### src/rtl/sumador_serie.sv
// Bit-serial N-bit adder, LSB first, single registered carry.
// start/done handshake: ocupado while adding, listo pulses on result.
module sumador_serie #(
  parameter int N = 4
) (
  input  logic         clk,
  input  logic         rst,
  input  logic         start,
  input  logic [N-1:0] a,
  input  logic [N-1:0] b,
  input  logic         cin,
  output logic [N-1:0] s,
  output logic         cout,
  output logic         ovf,
  output logic         ocupado,
  output logic         listo
);

  localparam int CW = (N > 1) ? $clog2(N) : 1;
  localparam logic [CW-1:0] ULT = CW'(N - 1);

  typedef enum logic {
    IDLE,
    SUMA
  } estado_t;

  estado_t estado, estado_d;

  logic [N-1:0]  a_sh;
  logic [N-1:0]  b_sh;
  logic [N-1:0]  s_sh;
  logic [N-1:0]  s_sh_d;
  logic          carry;
  logic          carry_d;
  logic          bit_s;
  logic [CW-1:0] cnt;
  logic          acepta;
  logic          ultimo;

  always_comb begin
    estado_d = estado;
    acepta   = 1'b0;
    ultimo   = 1'b0;
    bit_s    = a_sh[0] ^ b_sh[0] ^ carry;
    carry_d  = (a_sh[0] & b_sh[0])
             | (a_sh[0] & carry)
             | (b_sh[0] & carry);
    s_sh_d   = {bit_s, s_sh[N-1:1]};
    unique case (estado)
      IDLE: begin
        if (start) begin
          acepta   = 1'b1;
          estado_d = SUMA;
        end
      end
      SUMA: begin
        ultimo = (cnt == ULT);
        if (ultimo) estado_d = IDLE;
      end
      default: estado_d = IDLE;
    endcase
  end

  always_ff @(posedge clk) begin
    if (rst) estado <= IDLE;
    else     estado <= estado_d;
  end

  // On the last bit, carry still holds the carry into the MSB.
  always_ff @(posedge clk) begin
    if (rst) begin
      a_sh  <= '0;
      b_sh  <= '0;
      s_sh  <= '0;
      carry <= 1'b0;
      cnt   <= '0;
      s     <= '0;
      cout  <= 1'b0;
      ovf   <= 1'b0;
      listo <= 1'b0;
    end else begin
      listo <= 1'b0;
      if (acepta) begin
        a_sh  <= a;
        b_sh  <= b;
        s_sh  <= '0;
        carry <= cin;
        cnt   <= '0;
      end else if (estado == SUMA) begin
        a_sh  <= a_sh >> 1;
        b_sh  <= b_sh >> 1;
        s_sh  <= s_sh_d;
        carry <= carry_d;
        if (ultimo) begin
          s     <= s_sh_d;
          cout  <= carry_d;
          ovf   <= carry ^ carry_d;
          listo <= 1'b1;
        end else begin
          cnt <= cnt + CW'(1);
        end
      end
    end
  end

  assign ocupado = (estado == SUMA);

endmodule

### config.mk
export PLATFORM = sky130hd
export DESIGN_NAME = sumador_serie
export DESIGN_NICKNAME = d
export VERILOG_FILES = /design/src/rtl/sumador_serie.sv
export SDC_FILE = /design/constraint.sdc
export NUM_CORES = 1
export LEC_CHECK = 0
export CAP_MARGIN = 25
export CORE_MARGIN = 2
export CORE_UTILIZATION = 30
export CTS_CLUSTER_DIAMETER = 80
export CTS_CLUSTER_SIZE = 30
export DETAILED_ROUTE_END_ITERATION = 10
export PLACE_DENSITY = 0.6
export SYNTH_ARGS = -nofsm -noshare
export SYNTH_HDL_FRONTEND = slang
export SYNTH_SLANG_ARGS = --single-unit
### constraint.sdc
create_clock -name clk -period 1.5 [get_ports clk]
set_input_delay 0.3 -clock clk [delete_from_list [all_inputs] [get_ports clk]]
set_output_delay 0.3 -clock clk [all_outputs]
set_load 0.01 [all_outputs]
==> results of run 1 <==
[worst paths after layout]
path	to	from	depth (start not counted)	slack (ps)
worst max-delay path	ovf	a_sh[0]	4	220
worst max register to register	ovf	a_sh[0]	4	220
worst min-delay path	s[3]	s[3]	2	460
worst min register to register	s[3]	s[3]	2	460
[final cells by class]
cell class / count / area [um2]
fillers: 324 / 1830
clock buffers: 3 / 22.5
repair buffers: 22 / 239
multi-input cells: 73 / 460
clock inverters: 1 / 30.0
inverters: 1 / 3.75
well taps: 44 / 55.1
flip-flops and latches: 22 / 440
[worst min-delay path, cell delays in order (launching register included)]
cell and delay (ps):
dfxtp_1 330, nand2_1 50, a21oi_1 50
[power groups by stage]
stage	logic (mW)	registers (mW)	clock network, mW
4_1_cts	0.154	0.622	0.462
6_report	0.152	0.622	0.449
5_1_grt	0.172	0.626	0.492
3_5_place_dp	0.155	0.635	0
3_3_place_gp	0.152	0.634	0
2_1_floorplan	0.106	0.633	0
[what timing repair did]
| item | 4_1_cts | 5_1_grt |
|---|---|---|
| endpoints found under the setup margin | 5 | 4 |
| pin swaps | 0 | 0 |
| gates resized for setup | 5 | 4 |
[registers in the layout, indices dropped and copies added (netlist names)]
register,count
a_sh,4
b_sh,4
s,4
s_sh,3
cnt,2
carry,1
cout,1
listo,1
ocupado,1
ovf,1
[through the flow]
stage	setup slack [ps]	power, mW	utilization, %
after floorplan	305	0.739	-
after global placement	34.2	0.786	38.8
after detailed placement	18.2	0.790	38.8
after CTS	0.724	1.24	40.3
after global routing	84.8	1.29	40.7
final	220	1.22	40.7
[kinds of logic after synthesis]
| group | count (synthesis) | share of synthesized area, % |
|---|---|---|
| xor gates and xnor gates | 2 | 1.80 |
| muxes | 11 | 11.5 |
| adders and majority gates | 2 | 3.35 |
| DFF | 22 | 45.3 |
| AOI/OAI and AO/OA | 19 | 10.0 |
| and+or+nand+nor | 39 | 20.5 |
| buffers and inverters | 10 | 7.59 |
[Yosys cell counts]
library cell	instances	share of area, %
a211oi_1	1	0.77
a21oi_1	11	5.7
buf_1	2	0.77
buf_12	1	2.1
buf_2	4	2.1
buf_6	2	2.3
dfxtp_1	22	45
fa_1	1	2.1
ha_1	1	1.3
inv_2	1	0.39
mux2_2	1	1.2
mux2i_1	10	10
nand2_1	13	5.0
nand3_1	5	2.6
nor2_1	6	2.3
nor2_2	1	0.64
nor2b_1	6	3.9
nor2b_4	1	1.4
nor3_1	3	1.5
nor3b_1	4	3.1
o21ai_0	4	2.1
o21ai_1	3	1.5
xnor2_1	1	0.90
xor2_1	1	0.90
[metal layers]
layer  part of all wire (%)  routed length (um)  vias to the layer above
met1                     48                 800                      317
met4                    1.5                  25                        0
met5                      0                   0                        -
met3                    2.5                  42                        2
met2                     48                 810                        7
li1                       -                   -                      387
==> flow_summary.json, run 1 <==
{
  "power_density_mw_per_mm2": 978,
  "rows": 20,
  "ys_types": 24,
  "num_io_pins": 20,
  "nets": 137,
  "worst-path-max-fanout": 3,
  "synthesis.area_um2": 972,
  "place_inst": 162,
  "gr-usage-met2_pct": 18.3,
  "yosysWarningCount": 0,
  "cp_slowest_cell": "fa_1",
  "grtUsageTotal_pct": 10.6,
  "place_congestion": 0.727,
  "grt-ovfl-total": 0,
  "first_global_vias": 691,
  "final_antenna_net_count": 0,
  "post_drt_wl_per_cell_um": 10.1,
  "stdcell_area_mm2": 0.00125,
  "internal_power_uw": 961,
  "die_h_um": 60.9,
  "grtUsageMet3_pct": 2.13,
  "syn_nets": 119,
  "irDropWorstVdd_mv": 0.367,
  "max_freq_mhz": 781,
  "coreArea_mm2": 0.00308,
  "grt_util_met1_pct": 12.6,
  "max_slew.worst_pin.slew_ps": 302,
  "cap_violations": 0,
  "leakage_nw": 0.540,
  "clock_latency_ps": 300,
  "min_path_type": "reg -> reg",
  "final.period_utilization_pct": 85.3,
  "start_kind": "flop",
  "drive_gt1_share_pct": 9.84,
  "numCtsBuffers": 3,
  "fp.dieW_um": 60.9,
  "detail_route.first_pass.iterations": 3,
  "crit_family": "adder cells",
  "pwr-share-seq_pct": 50.8,
  "fin_cells": 166,
  "fin_crit_ps": 1280,
  "clkTransAtPathRegs_ps": 130,
  "critPathKind": "reg -> reg",
  "syn_to_final_growth_pct": 28.7,
  "setup_viol": 0,
  "cp_data_required_time_ps": 1740,
  "outcome": "finished, final reports clean",
  "antennaDiodeCount": 0,
  "post_drt_via_cell_ratio": 4.30,
  "initialDrtViolationCount": 7,
  "drt_wl_total_um": 1680,
  "cp.arrival_ps": 1520,
  "synth_area_per_cell_um2": 9.26,
  "drc": 0,
  "crit_chain": "fa_1, xor2_1, nor2_1, nor3_1",
  "cts_sinks": 22,
  "start_util_pct": 31.6,
  "hpwl_um": 1180,
  "cpPeakStageDelay_ps": 470,
  "htreeDepth": 1,
  "grt_antenna_before_repair": 0,
  "grt_max_degree": 35,
  "fin_worst_skew_ps": 3.98,
  "hold_slack_ps": 463,
  "relSlewSlack_pct": 79.8,
  "clk_path_buf_depth": 2,
  "crit_buf_inv": 0,
  "ys_ff_latch": 22,
  "end_kind": "flop",
  "power.switching_uw": 262,
  "syn_inst": 105,
  "rsz0062_at_grt": "no",
  "pwr-share-comb_pct": 12.5,
  "slew_violations": 0,
  "final_cell_mix": "dfxtp_1 (22), nand2_1 (13), a21oi_1 (11), clkdlybuf4s50_1 (11), mux2i_1 (10)",
  "grt_pass1_wl_um": 2930,
  "post_cts_hold_buffer_count": 0,
  "finalHoldViolations": 0,
  "place_area_mm2": 0.00119,
  "p_clk_share_pct": 36.7,
  "mostFrequentLayoutCell": "dfxtp_1",
  "postCtsSetupRepairBufs": 0,
  "fin_tns_setup_ps": 0,
  "root_buffer": "clkbuf_4",
  "cts_tree": "built",
  "seq_area_frac_synth_pct": 45.3,
  "num_vias": 713,
  "io_buffers": 19,
  "top_usage_layer": "met2",
  "fp.dieArea_mm2": 0.00371,
  "p_sw_share_pct": 21.4
}
(Power assumes the default switching activity.)
==> run 2: changes to the inputs <==
--- a/config.mk
+++ b/config.mk
@@ -12,6 +12,7 @@
 export CTS_CLUSTER_SIZE = 30
 export DETAILED_ROUTE_END_ITERATION = 10
 export PLACE_DENSITY = 0.6
+export REMOVE_ABC_BUFFERS = 1
 export SYNTH_ARGS = -nofsm -noshare
 export SYNTH_HDL_FRONTEND = slang
 export SYNTH_SLANG_ARGS = --single-unit
==> flow_summary.json, run 2 (synthesized netlist as in run 1, its figures left out) <==
{
  "outcome": "finished, final reports clean",
  "fp.dieW_um": 60.9,
  "rsz0062_at_grt": "no",
  "post_drt_via_cell_ratio": 4.45,
  "setup_viol": 0,
  "whs_path_depth": 2,
  "rows": 20,
  "critPathKind": "reg -> reg",
  "grt-ovfl-total": 0,
  "relSlewSlack_pct": 75.0,
  "reg2reg_to": "ovf",
  "num_io_pins": 20,
  "antennaDiodeCount": 0,
  "cpPeakStageDelay_ps": 400,
  "root_buffer": "clkbuf_4",
  "fin_worst_skew_ps": 9.97,
  "worst-path-max-fanout": 10,
  "io_buffers": 19,
  "cp.arrival_ps": 1540,
  "start_util_pct": 31.6,
  "crit_chain": "ha_1, nand2_1, nor2_1, nor3_1",
  "hold_path.startpoint": "s[2]",
  "coreArea_mm2": 0.00308,
  "fin_crit_ps": 1330,
  "cp_data_required_time_ps": 1710,
  "drc": 0,
  "clk_path_buf_depth": 2,
  "cp_slowest_cell": "dfxtp_1",
  "top_regs": "a_sh (4), b_sh (4), s (4)",
  "fin_tns_setup_ps": 0,
  "fin_cells": 166,
  "clkTransAtPathRegs_ps": 130,
  "numCtsBuffers": 3,
  "final.period_utilization_pct": 88.6,
  "reg2reg_slack_ps": 170,
  "slew_violations": 0,
  "place_congestion": 0.664,
  "hpwl_um": 1140,
  "num_vias": 739,
  "postCtsSetupRepairBufs": 0,
  "place_inst": 162,
  "post_drt_wl_per_cell_um": 9.95,
  "r2r_cells": 4,
  "first_global_vias": 691,
  "grt_pass1_wl_um": 2860,
  "cts_tree": "built",
  "nets": 137,
  "leakage_nw": 0.510,
  "min_path_type": "reg -> reg",
  "final_antenna_net_count": 0,
  "final_cell_mix": "dfxtp_1 (22), nand2_1 (13), a21oi_1 (11), clkdlybuf4s50_1 (11), mux2i_1 (10)",
  "cap_violations": 0,
  "detail_route.first_pass.iterations": 4,
  "grt_max_degree": 35,
  "r2r_start": "cnt[0]",
  "initialDrtViolationCount": 11,
  "grtUsageTotal_pct": 10.4,
  "clock_latency_ps": 310,
  "mostFrequentLayoutCell": "dfxtp_1",
  "hold_end": "s[2]",
  "hold_slack_ps": 459,
  "fillers": 325,
  "fp.dieArea_mm2": 0.00371,
  "htreeDepth": 1,
  "drive_gt1_share_pct": 9.02,
  "finalHoldViolations": 0,
  "max_slew.worst_pin.slew_ps": 374,
  "cts_sinks": 22,
  "max_freq_mhz": 753,
  "syn_to_final_growth_pct": 26.4,
  "drt_wl_total_um": 1650,
  "end_kind": "flop",
  "start_kind": "flop",
  "grt_antenna_before_repair": 0,
  "irDropWorstVdd_mv": 0.682,
  "power_density_mw_per_mm2": 996,
  "die_h_um": 60.9
}
-- run 2: area by class of cell --
type                       count  area, um2  share of cell area (%)
clock buffer                   3       22.5                    1.83
sequential                    22        440                    35.8
inverter                       1       3.75                   0.305
tap                           44       55.1                    4.48
multi-input combinational     73        458                    37.3
timing repair buffer          22        219                    17.8
clock inverter                 1       30.0                    2.44
-- run 2: layer usage --
| metal | up-vias | track usage [%] | wire length [um] |
|---|---|---|---|
| met5 | - | 0 | 0 |
| met4 | 0 | 1.86 | 0 |
| met3 | 0 | 4.90 | 122 |
| met2 | 21 | 17.4 | 759 |
| met1 | 331 | 12.4 | 768 |
| li1 | 387 | - | - |
-- run 2: per-stage QoR --
step | area [um2] | worst slack (ps) | total power, mW | util [%]
after detailed placement | 1180 | -25.8 | 0.786 | 38.4
after global placement | 1180 | 30.2 | 0.781 | 38.4
after CTS | 1230 | 12.9 | 1.24 | 39.8
after global routing | 1230 | 33.5 | 1.28 | 39.9
final | 1230 | 171 | 1.22 | 39.9
after floorplan | 902 | 42.8 | 0.708 | -
-- run 2: critical path: cells and delay by family, from the launching register on --
family                     cells  cell delay (ps)
DFF                            1              400
and+or+nand+nor                3              430
adders and majority gates      1              400
-- run 2: worst max-delay path by stage --
stage / from / endpoint / slack (ps) / cells after the start
global placement: start / b_sh[0] / 30 / 5
detailed placement: start / b_sh[2] / -30 / 5
CTS: listo / listo / 10 / 1
global route: cnt[0] / ovf / 30 / 4
floorplan: ocupado / ovf / 40 / 3
finish: cnt[0] / ovf / 170 / 4
-- run 2: power by group --
part	leakage [nW]	switching [mW]	internal (mW)	total [mW]
clock	0.0279	0.185	0.270	0.455
combinational	0.303	0.0673	0.0803	0.148
sequential	0.179	0.0144	0.607	0.621
-- run 2: repair_timing --
| item | 4_1_cts | 5_1_grt |
|---|---|---|
| hold buffers | 0 | 0 |
| resized for setup | 7 | 1 |
| endpoints found under the setup margin | 7 | 1 |
==> run 3: changes to the inputs <==
--- a/config.mk
+++ b/config.mk
@@ -7,11 +7,11 @@
 export LEC_CHECK = 0
 export CAP_MARGIN = 25
 export CORE_MARGIN = 2
-export CORE_UTILIZATION = 30
+export CORE_UTILIZATION = 49
 export CTS_CLUSTER_DIAMETER = 80
 export CTS_CLUSTER_SIZE = 30
 export DETAILED_ROUTE_END_ITERATION = 10
-export PLACE_DENSITY = 0.6
+export PLACE_DENSITY = 0.85
 export REMOVE_ABC_BUFFERS = 1
 export SYNTH_ARGS = -nofsm -noshare
 export SYNTH_HDL_FRONTEND = slang
==> flow_summary.json, run 3 (synthesized netlist as in run 1, its figures left out) <==
{
  "root_buffer": "clkbuf_4",
  "critPathKind": "reg -> out",
  "power_density_mw_per_mm2": 902,
  "drive_gt1_share_pct": 9.02,
  "max_slew.worst_pin.slew_ps": 364,
  "stdcell_area_mm2": 0.00122,
  "irDropWorstVdd_mv": 0.510,
  "fin_cells": 149,
  "drc": 0,
  "antennaDiodeCount": 0,
  "crit_chain": "clkdlybuf4s50_1",
  "end_kind": "primary output",
  "min_path_type": "reg -> reg",
  "top_regs": "a_sh (4), b_sh (4), s (4)",
  "grt-ovfl-total": 0,
  "die_h_um": 48.5,
  "path_depth": 1,
  "place_area_mm2": 0.00117,
  "syn_to_final_growth_pct": 25.5,
  "fin_crit_ps": 1450,
  "cp_slowest_cell": "clkdlybuf4s50_1",
  "critPathLaunch": "listo",
  "final_cell_mix": "dfxtp_1 (22), nand2_1 (13), clkdlybuf4s50_1 (12), a21oi_1 (11), mux2i_1 (10)",
  "fin_util_pct": 63.5,
  "r2r_start": "cnt[0]",
  "fin_worst_skew_ps": 4.00,
  "grtUsageTotal_pct": 14.9,
  "place_congestion": 0.707,
  "detail_route.first_pass.iterations": 4,
  "numCtsBuffers": 3,
  "crit_family": "buffers and inverters",
  "start_kind": "flop",
  "max_freq_mhz": 688,
  "rows": 16,
  "htreeDepth": 1,
  "num_io_pins": 20,
  "setup_viol": 0,
  "place_inst": 145,
  "hpwl_um": 1150,
  "grt_antenna_before_repair": 0,
  "cts_tree": "built",
  "cp.arrival_ps": 1150,
  "initialDrtViolationCount": 10,
  "fp.dieW_um": 48.5,
  "cap_violations": 0,
  "post_cts_hold_buffer_count": 0,
  "finalHoldViolations": 0,
  "mostFrequentLayoutCell": "dfxtp_1",
  "post_drt_wl_per_cell_um": 11.5,
  "fillers": 181,
  "post_drt_via_cell_ratio": 5.03,
  "clkTransAtPathRegs_ps": 120,
  "p_total_mw": 1.10,
  "r2r_cells": 4,
  "crit_buf_inv": 1,
  "cpPeakStageDelay_ps": 520,
  "num_vias": 749,
  "cp_data_required_time_ps": 1200,
  "io_buffers": 19,
  "first_global_vias": 644,
  "whs_path_depth": 2,
  "rsz0062_at_grt": "no",
  "leakage_nw": 0.559,
  "relSlewSlack_pct": 75.7,
  "final.period_utilization_pct": 96.9,
  "drt_wl_total_um": 1710,
  "grt_max_degree": 35,
  "final_antenna_net_count": 0,
  "fin_tns_setup_ps": 0,
  "coreArea_mm2": 0.00192,
  "fp.dieArea_mm2": 0.00236,
  "grt_pass1_wl_um": 2770,
  "clk_path_buf_depth": 2,
  "hold_path.startpoint": "s[1]",
  "clock_latency_ps": 300,
  "worst-path-max-fanout": 1,
  "outcome": "finished, final reports clean",
  "start_util_pct": 50.6,
  "nets": 137,
  "cts_sinks": 22,
  "slew_violations": 0
}
[run 3: cell types whose count changed in the layout (fill, tap and decap cells not counted)]
| cell | before | now |
|---|---|---|
| dlygate4sd2_1 | 7 | 2 |
| dlymetal6s2s_1 | 1 | 5 |
| clkdlybuf4s50_1 | 11 | 12 |
| clkbuf_8 | 0 | 1 |
| buf_4 | 2 | 1 |
| bufinv_16 | 1 | 0 |
| buf_12 | 1 | 2 |
[run 3: repair_timing]
item                                   CTS  global route
setup buffers                            0             0
endpoints found under the hold margin    0             0
resized for setup                        2             5
setup endpoints to repair                2             5
gates cloned                             0             0
[run 3: power by group]
part	switching, mW	total (mW)	leakage, nW	internal (mW)
logic	0.0695	0.154	0.358	0.0846
clock network	0.176	0.324	0.0210	0.148
registers	0.0156	0.623	0.179	0.607
total	0.261	1.10	0.559	0.840
[run 3: layout make-up]
cell class | instances | area, um2 | area share, %
Multi-Input combinational cell | 73 | 458 | 37.5
Tap cell | 27 | 33.8 | 2.77
Timing Repair Buffer | 22 | 248 | 20.3
Clock buffer | 4 | 36.3 | 2.97
Sequential cell | 22 | 440 | 36.1
Inverter | 1 | 3.75 | 0.308
[run 3: through the flow]
step           setup slack (ps)  hold WS [ps]
6_report                   47.0           459
3_5_place_dp             -0.650           447
4_1_cts                   0.537           465
3_3_place_gp               37.6           443
2_1_floorplan              42.8           364
5_1_grt                    8.02           475
[run 3: worst paths after layout]
check	end	slack, ps
max	listo	50
min	s[1]	460
max reg2reg	ovf	190
min reg2reg	s[1]	460
[run 3: routing by layer]
metal	routed length, um	global-route usage, %	share of wire [%]
met5	0	0	0
met4	13	5.71	0.76
met3	106	3.70	6.2
met2	858	25.5	50
met1	736	18.2	43
